[src/rtl/dnn_fix_pkg.sv]
// Shared types and helpers for the fixed-point fully-connected layer engine.
//   act_mode_t  : activation selected for a run
//   state_t     : engine FSM states (exposed on the top-level debug port)
//   sat_rescale : arithmetic right shift by the fractional bits, then clamp
//                 to the signed range of a DATA_WIDTH word. Works on a 64-bit
//                 container, so accumulators up to 64 bits are supported.
package dnn_fix_pkg;

  typedef enum logic [1:0] {
    ACT_SIGMOID  = 2'd0,
    ACT_IDENTITY = 2'd1,
    ACT_RELU     = 2'd2
  } act_mode_t;

  typedef enum logic [2:0] {
    IDLE    = 3'd0,
    FETCH_A = 3'd1,
    FETCH_W = 3'd2,
    FETCH_B = 3'd3,
    LUT     = 3'd4,
    WRITE   = 3'd5,
    DONE    = 3'd6
  } state_t;

  function automatic logic signed [63:0] sat_rescale(input logic signed [63:0] acc,
                                                     input int frac_bits,
                                                     input int data_width);
    logic signed [63:0] v;
    logic signed [63:0] hi;
    logic signed [63:0] lo;
    v  = acc >>> frac_bits;
    hi = (64'sd1 <<< (data_width - 1)) - 64'sd1;
    lo = -(64'sd1 <<< (data_width - 1));
    if (v > hi) begin
      v = hi;
    end else if (v < lo) begin
      v = lo;
    end
    return v;
  endfunction

endpackage

[src/rtl/dnn_mac_sat.sv]
// Signed multiply-accumulate with rescaled, saturated output.
//   clk_i, rst_i : clock, synchronous active-high reset (clears accumulator)
//   clr_i        : clear accumulator to zero (wins over en_i)
//   en_i         : add a_i*b_i (full-width signed product) into accumulator
//   a_i, b_i     : signed DATA_WIDTH operands
//   sat_o        : accumulator >>> FRAC_BITS, clamped to DATA_WIDTH signed
module dnn_mac_sat
  import dnn_fix_pkg::*;
#(
  parameter int DATA_WIDTH = 16,
  parameter int FRAC_BITS  = 14,
  parameter int ACC_WIDTH  = 41
) (
  input  logic                  clk_i,
  input  logic                  rst_i,
  input  logic                  clr_i,
  input  logic                  en_i,
  input  logic [DATA_WIDTH-1:0] a_i,
  input  logic [DATA_WIDTH-1:0] b_i,
  output logic [DATA_WIDTH-1:0] sat_o
);

  logic signed [2*DATA_WIDTH-1:0] prod;
  logic signed [ACC_WIDTH-1:0]    acc_q;
  logic signed [ACC_WIDTH-1:0]    acc_d;

  // Operands are sign-extended explicitly so the product is exact at 2*DATA_WIDTH.
  assign prod = $signed({{DATA_WIDTH{a_i[DATA_WIDTH-1]}}, a_i})
              * $signed({{DATA_WIDTH{b_i[DATA_WIDTH-1]}}, b_i});

  always_comb begin
    acc_d = acc_q;
    if (clr_i) begin
      acc_d = '0;
    end else if (en_i) begin
      acc_d = acc_q + ACC_WIDTH'(prod);
    end
  end

  always_ff @(posedge clk_i) begin
    if (rst_i) begin
      acc_q <= '0;
    end else begin
      acc_q <= acc_d;
    end
  end

  assign sat_o = DATA_WIDTH'(sat_rescale(64'(acc_q), FRAC_BITS, DATA_WIDTH));

endmodule

[src/rtl/dnn_fc_layer_fix.sv]
// Fixed-point fully-connected layer: for each neuron j computes
// act(sum_i A[i]*W[j][i] + W[j][N_IN]*1.0) over one shared read-only port.
//   clk_i, rst_i   : clock, synchronous active-high reset
//   start_i        : begin a run (accepted in IDLE or DONE)
//   reset_i        : synchronous soft clear, same effect as rst_i
//   act_mode_i     : 0 sigmoid LUT, 1/3 identity, 2 ReLU (sampled with start)
//   mem_data_i     : read data, valid MEM_LATENCY cycles after the address
//   mem_addr_o     : read address, held for MEM_LATENCY+1 cycles per read
//   busy_o, done_o : run in progress / results valid
//   out_o          : neuron outputs, out[j] = out_o[j*DATA_WIDTH +: DATA_WIDTH]
//   class_idx_o    : index of the largest output (lowest index on ties)
//   state_o        : current FSM state (debug)
// Handshake: start_i is a single-cycle request, honoured only when busy_o=0;
// done_o stays high until the next accepted start or a clear.
module dnn_fc_layer_fix
  import dnn_fix_pkg::*;
#(
  parameter int DATA_WIDTH    = 16,
  parameter int FRAC_BITS     = 14,
  parameter int ADDR_WIDTH    = 18,
  parameter int N_IN          = 400,
  parameter int N_OUT         = 10,
  parameter int ADDR_BASE_A   = 0,
  parameter int ADDR_BASE_W   = 'h191,
  parameter int ADDR_BASE_LUT = 'h29be,
  parameter int LUT_ADDR_BITS = 8,
  parameter int MEM_LATENCY   = 1
) (
  input  logic                        clk_i,
  input  logic                        rst_i,
  input  logic                        start_i,
  input  logic                        reset_i,
  input  logic [1:0]                  act_mode_i,
  input  logic [DATA_WIDTH-1:0]       mem_data_i,
  output logic [ADDR_WIDTH-1:0]       mem_addr_o,
  output logic                        busy_o,
  output logic                        done_o,
  output logic [N_OUT*DATA_WIDTH-1:0] out_o,
  output logic [$clog2(N_OUT)-1:0]    class_idx_o,
  output logic [2:0]                  state_o
);

  localparam int ACC_WIDTH = 2 * DATA_WIDTH + $clog2(N_IN + 1);
  localparam int IW        = (N_IN > 1) ? $clog2(N_IN) : 1;
  localparam int JW        = $clog2(N_OUT);
  localparam int WW        = (MEM_LATENCY > 1) ? $clog2(MEM_LATENCY + 1) : 1;
  localparam int ROW       = N_IN + 1;
  localparam logic [DATA_WIDTH-1:0] ONE = DATA_WIDTH'(1 << FRAC_BITS);

  state_t                      state_q, state_d;
  act_mode_t                   mode_q, mode_d;
  logic [IW-1:0]               i_q, i_d;
  logic [JW-1:0]               j_q, j_d;
  logic [WW-1:0]               wait_q, wait_d;
  logic [ADDR_WIDTH-1:0]       addr_q, fetch_addr;
  logic [DATA_WIDTH-1:0]       a_q, a_d;
  logic [DATA_WIDTH-1:0]       lut_q, lut_d;
  logic [DATA_WIDTH-1:0]       max_q, max_d;
  logic [N_OUT*DATA_WIDTH-1:0] out_q, out_d;
  logic [JW-1:0]               class_q, class_d;

  logic                        clear;
  logic                        last_rd;
  logic                        mac_clr, mac_en;
  logic [DATA_WIDTH-1:0]       mac_a, mac_b;
  logic [DATA_WIDTH-1:0]       sat_v;
  logic [DATA_WIDTH-1:0]       y;
  logic [LUT_ADDR_BITS-1:0]    lut_idx;
  logic [ADDR_WIDTH-1:0]       w_row;

  assign clear   = rst_i | reset_i;
  assign last_rd = (wait_q == WW'(MEM_LATENCY));

  dnn_mac_sat #(
    .DATA_WIDTH(DATA_WIDTH),
    .FRAC_BITS (FRAC_BITS),
    .ACC_WIDTH (ACC_WIDTH)
  ) u_mac (
    .clk_i(clk_i),
    .rst_i(clear),
    .clr_i(mac_clr),
    .en_i (mac_en),
    .a_i  (mac_a),
    .b_i  (mac_b),
    .sat_o(sat_v)
  );

  // Offset-binary LUT index: top bits of the rescaled sum with the sign flipped,
  // so the most negative value maps to entry 0.
  assign lut_idx = {~sat_v[DATA_WIDTH-1], sat_v[DATA_WIDTH-2 -: LUT_ADDR_BITS-1]};
  assign w_row   = ADDR_WIDTH'(ADDR_BASE_W + int'(j_q) * ROW);

  // The address is a function of the current read state, so it is valid on the
  // issue cycle; outside reads the last address is held in addr_q.
  always_comb begin
    fetch_addr = addr_q;
    case (state_q)
      FETCH_A: fetch_addr = ADDR_WIDTH'(ADDR_BASE_A + int'(i_q));
      FETCH_W: fetch_addr = w_row + ADDR_WIDTH'(i_q);
      FETCH_B: fetch_addr = w_row + ADDR_WIDTH'(N_IN);
      LUT:     fetch_addr = ADDR_WIDTH'(ADDR_BASE_LUT) + ADDR_WIDTH'(lut_idx);
      default: fetch_addr = addr_q;
    endcase
  end

  always_comb begin
    case (mode_q)
      ACT_SIGMOID: y = lut_q;
      ACT_RELU:    y = sat_v[DATA_WIDTH-1] ? {DATA_WIDTH{1'b0}} : sat_v;
      default:     y = sat_v;
    endcase
  end

  always_comb begin
    state_d = state_q;
    mode_d  = mode_q;
    i_d     = i_q;
    j_d     = j_q;
    wait_d  = wait_q;
    a_d     = a_q;
    lut_d   = lut_q;
    max_d   = max_q;
    out_d   = out_q;
    class_d = class_q;
    mac_clr = 1'b0;
    mac_en  = 1'b0;
    mac_a   = a_q;
    mac_b   = mem_data_i;

    case (state_q)
      IDLE, DONE: begin
        if (start_i) begin
          case (act_mode_i)
            2'd0:    mode_d = ACT_SIGMOID;
            2'd2:    mode_d = ACT_RELU;
            default: mode_d = ACT_IDENTITY;
          endcase
          out_d   = '0;
          class_d = '0;
          max_d   = '0;
          i_d     = '0;
          j_d     = '0;
          wait_d  = '0;
          mac_clr = 1'b1;
          state_d = FETCH_A;
        end
      end
      FETCH_A: begin
        wait_d = wait_q + WW'(1);
        if (last_rd) begin
          a_d     = mem_data_i;
          wait_d  = '0;
          state_d = FETCH_W;
        end
      end
      FETCH_W: begin
        wait_d = wait_q + WW'(1);
        if (last_rd) begin
          mac_en = 1'b1;
          wait_d = '0;
          if (i_q == IW'(N_IN - 1)) begin
            state_d = FETCH_B;
          end else begin
            i_d     = i_q + IW'(1);
            state_d = FETCH_A;
          end
        end
      end
      FETCH_B: begin
        wait_d = wait_q + WW'(1);
        if (last_rd) begin
          // Bias rides on an implicit input of 1.0.
          mac_en  = 1'b1;
          mac_a   = mem_data_i;
          mac_b   = ONE;
          wait_d  = '0;
          state_d = (mode_q == ACT_SIGMOID) ? LUT : WRITE;
        end
      end
      LUT: begin
        wait_d = wait_q + WW'(1);
        if (last_rd) begin
          lut_d   = mem_data_i;
          wait_d  = '0;
          state_d = WRITE;
        end
      end
      WRITE: begin
        out_d[int'(j_q)*DATA_WIDTH +: DATA_WIDTH] = y;
        if ((j_q == '0) || ($signed(y) > $signed(max_q))) begin
          max_d   = y;
          class_d = j_q;
        end
        if (j_q == JW'(N_OUT - 1)) begin
          state_d = DONE;
        end else begin
          j_d     = j_q + JW'(1);
          i_d     = '0;
          mac_clr = 1'b1;
          state_d = FETCH_A;
        end
      end
      default: state_d = IDLE;
    endcase
  end

  always_ff @(posedge clk_i) begin
    if (clear) begin
      state_q <= IDLE;
      mode_q  <= ACT_SIGMOID;
      i_q     <= '0;
      j_q     <= '0;
      wait_q  <= '0;
      addr_q  <= '0;
      a_q     <= '0;
      lut_q   <= '0;
      max_q   <= '0;
      out_q   <= '0;
      class_q <= '0;
    end else begin
      state_q <= state_d;
      mode_q  <= mode_d;
      i_q     <= i_d;
      j_q     <= j_d;
      wait_q  <= wait_d;
      addr_q  <= fetch_addr;
      a_q     <= a_d;
      lut_q   <= lut_d;
      max_q   <= max_d;
      out_q   <= out_d;
      class_q <= class_d;
    end
  end

  assign mem_addr_o  = fetch_addr;
  assign busy_o      = (state_q != IDLE) && (state_q != DONE);
  assign done_o      = (state_q == DONE);
  assign out_o       = out_q;
  assign class_idx_o = class_q;
  assign state_o     = state_q;

endmodule

[config.mk]
export PLATFORM = sky130hd
export DESIGN_NAME = dnn_fc_layer_fix
export DESIGN_NICKNAME = d
export VERILOG_FILES = /design/src/rtl/dnn_fix_pkg.sv /design/src/rtl/dnn_mac_sat.sv /design/src/rtl/dnn_fc_layer_fix.sv
export SDC_FILE = /design/constraint.sdc
export NUM_CORES = 2
export LEC_CHECK = 0
export BUFFER_PORTS_ARGS = -buffer_cell sky130_fd_sc_hd__clkbuf_2
export CAP_MARGIN = 20
export CORE_MARGIN = 5
export CORE_UTILIZATION = 45
export CTS_CLUSTER_SIZE = 10
export DETAILED_ROUTE_END_ITERATION = 8
export SLEW_MARGIN = 20
export SYNTH_ARGS = -nofsm -noshare
export SYNTH_HDL_FRONTEND = slang
export SYNTH_SLANG_ARGS = --single-unit
export TNS_END_PERCENT = 100
[constraint.sdc]
create_clock -name clk_i -period 12.2 [get_ports clk_i]
set_clock_uncertainty 0.2 [all_clocks]
set_input_delay 2.44 -clock clk_i [delete_from_list [all_inputs] [get_ports clk_i]]
set_output_delay 2.44 -clock clk_i [all_outputs]
set_load 0.005 [all_outputs]
==> flow_metrics.tcl <==
set metrics [dict create \
    synthCells 3086 \
    final_cell_mix "inv_1, nand2_1, nor2_1" \
    yosysTopAreaCellShare 0.262 \
    cts_hold_buf 0 \
    status "finished, final reports clean" \
    drc 0 \
    grt_pass1_wl_um 127000 \
    synthTopCellsByArea "fa_1, dfxtp_1, ha_1, inv_1, nand2_1" \
    clk_pin_slew_ns 0.05 \
    postCtsSetupRepairBufs 0 \
    slowest_delay_ns 0.91 \
    syn_to_final_growth_pct 10.4 \
    cts_buffer_depth 3 \
    pre_cts_ws_ns 2.37 \
    dp_hpwl_um 59000 \
    grt_max_degree 104 \
    grt_pass1_vias 22400 \
    fin_nets 3715 \
    worst_pin_slew_ns 1.12 \
    hold_class "reg2reg" \
    cap_violations 0 \
    via_count 21800 \
    cp.arrival_ns 9.61 \
    path_buf_inv 4 \
    max-vdd-ir-drop_uv 93.7 \
    root_buffer "clkbuf_16" \
    fp.coreArea_um2 56400 \
    final_common_cell "inv_1" \
    syn_nets 3611 \
    synth.distinct_cells 65 \
    die_x_um 249 \
    synth_warnings 0 \
    viasPerCell 5.50 \
    async_reset_ff_frac 0 \
    timing.critical_path.fanout_max 14 \
    clock_sink_count 290 \
    rsz0062_at_grt "no" \
    synth-seq-cells 290 \
    drv_slew 0 \
    fin_ws_ns 2.78 \
    placed_cells 3907 \
    antenna_found_initial 1 \
    ys_seq_area_frac 0.227 \
    die_height_um 249 \
    whs_ns 0.259 \
    required_ns 12.39 \
    drt_iter0_drc 1515 \
    start_util 0.454 \
    insertion_delay_ns 0.53 \
    htree_levels 2 \
    nFillCells 5501 \
    leakage_nw 13.2 \
    synth_area_leader_cell "fa_1" \
    cts_tree "built" \
    numCtsBuffers 36 \
    port_buffers 208 \
    rows 87 \
    fin_setup_tns_ns 0 \
    diodes 0 \
    first_pass_iters 5 \
    critical_path.slowest_cell "nor2b_1" \
    layout-drive-gt1-share 0.0991 \
    stdcell_count 3956 \
    finalSetupViolations 0 \
    max_freq_mhz 106 \
    end_kind "flip-flop" \
    grt_overflow 0 \
    gp_congestion 0.897 \
    wl_per_cell_um 19.9 \
    crit_chain "clkbuf_2, nor2b_1, nand2_1, fa_1, inv_1, fa_1, inv_1, fa_1, inv_1, fa_1, fa_1, fa_1, ha_1, a21oi_1, nand4b_1, a31oi_1, nor3_1, a21oi_1, a211oi_1, o31a_1, o2111ai_1, mux2i_1, o22ai_1" \
    max_slew_margin 0.251 \
    synth_ff_type "dfxtp_1" \
    finalCriticalPeriod_ns 9.42 \
    cp_top_family "adder cells" \
    detail-route-antenna-nets 0 \
    die-area_um2 61800 \
    wirelength_um 78700 \
    fin_crit_sh 0.772 \
    start_kind "primary input" \
    cts_resized 0 \
    hold_viol_final 0 \
    synth-edff-count 0 \
    netlist_area_um2 25600 \
    power.density_nw_per_um2 75.9 \
    grtUsageTotal 0.251 \
    timing.critical_path.mode_cell "fa_1" \
    crit_type "in2reg" \
    ios 209 \
    syn_area_per_cell_um2 8.30 \
]
==> cell families after synthesis <==
family | share of synthesized area
buffers and inverters | 0.0910
and+or+nand+nor | 0.187
xor gates and xnor gates | 0.0270
AOI/OAI and AO/OA | 0.114
DFF | 0.227
muxes | 0.00982
adders and majority gates | 0.344
==> path summary, 6_finish.rpt <==
path	to	startpoint	slack [ns]	cells past startpoint
worst min-delay path	lut_q[0]$_SDFFE_PP0P_	lut_q[0]$_SDFFE_PP0P_	0.26	2
worst min register to register	lut_q[0]$_SDFFE_PP0P_	lut_q[0]$_SDFFE_PP0P_	0.26	2
worst max-delay path	u_mac.acc_q[39]$_SDFFE_PP0P_	mem_data_i[9]	2.78	23
worst max register to register	u_mac.acc_q[39]$_SDFFE_PP0P_	state_o[2]$_SDFFE_PP0P_	2.89	28
==> Yosys cell counts (31+ instances only) <==
| cell type | instances |
|---|---|
| and3_1 | 121 |
| inv_1 | 444 |
| ha_1 | 168 |
| nor2_1 | 386 |
| clkbuf_1 | 162 |
| xnor2_1 | 54 |
| nor2b_1 | 31 |
| nand2_1 | 402 |
| a31oi_1 | 152 |
| dfxtp_1 | 290 |
| fa_1 | 335 |
| nand3_1 | 53 |
| o21ai_0 | 63 |
| a21oi_1 | 157 |
==> final cells by class <==
class / instances / area [µm²] / share of cell area
flip-flops and latches: 290 / 5810 / 0.205
clock buffers: 42 / 943 / 0.0334
repair buffers: 241 / 1300 / 0.0459
inverters: 444 / 1670 / 0.0590
clock inverters: 6 / 87.6 / 0.00310
well taps: 756 / 946 / 0.0335
multi-input cells: 2177 / 17500 / 0.620
==> registers in the layout, indices dropped and copies added (netlist names) <==
register / cells
lut_q: 16
class_idx_o: 4
a_q: 16
state_o: 3
addr_q: 18
out_o: 160
max_q: 16
last_rd: 1
mode_q: 2
u_mac.acc_q: 41
j_q: 4
i_q: 9
==> through the flow <==
stage	utilization	power, W	area [µm²]
finish	0.501	0.00214	28300
global route	0.501	0.00223	28300
CTS	0.501	0.00216	28200
detailed placement	0.483	0.00118	27200
global placement	0.483	0.00118	27200
floorplan	-	0.00112	25600
==> metal layers <==
layer / part of all wire / wire length, µm / GRT usage
met2: 0.47 / 37300 / 0.412
met4: 0.039 / 3110 / 0.0894
met1: 0.43 / 33800 / 0.345
met3: 0.057 / 4520 / 0.0328
met5: 0.00017 / 13 / 0
==> tightest hold or removal path: cells and delay by family, from the launching register on <==
family | cells | cell delay (ns)
DFF | 1 | 0.31
AOI/OAI and AO/OA | 1 | 0.05
and+or+nand+nor | 1 | 0.05
==> report_power, final <==
part | switching, W | total [W] | internal (W)
sequential | 0.00000277 | 0.000952 | 0.000949
combinational | 0.000152 | 0.000211 | 0.0000589
clock | 0.000413 | 0.000982 | 0.000568
total | 0.000568 | 0.00214 | 0.00158
Note: power is estimated with default switching activity, not from simulation.
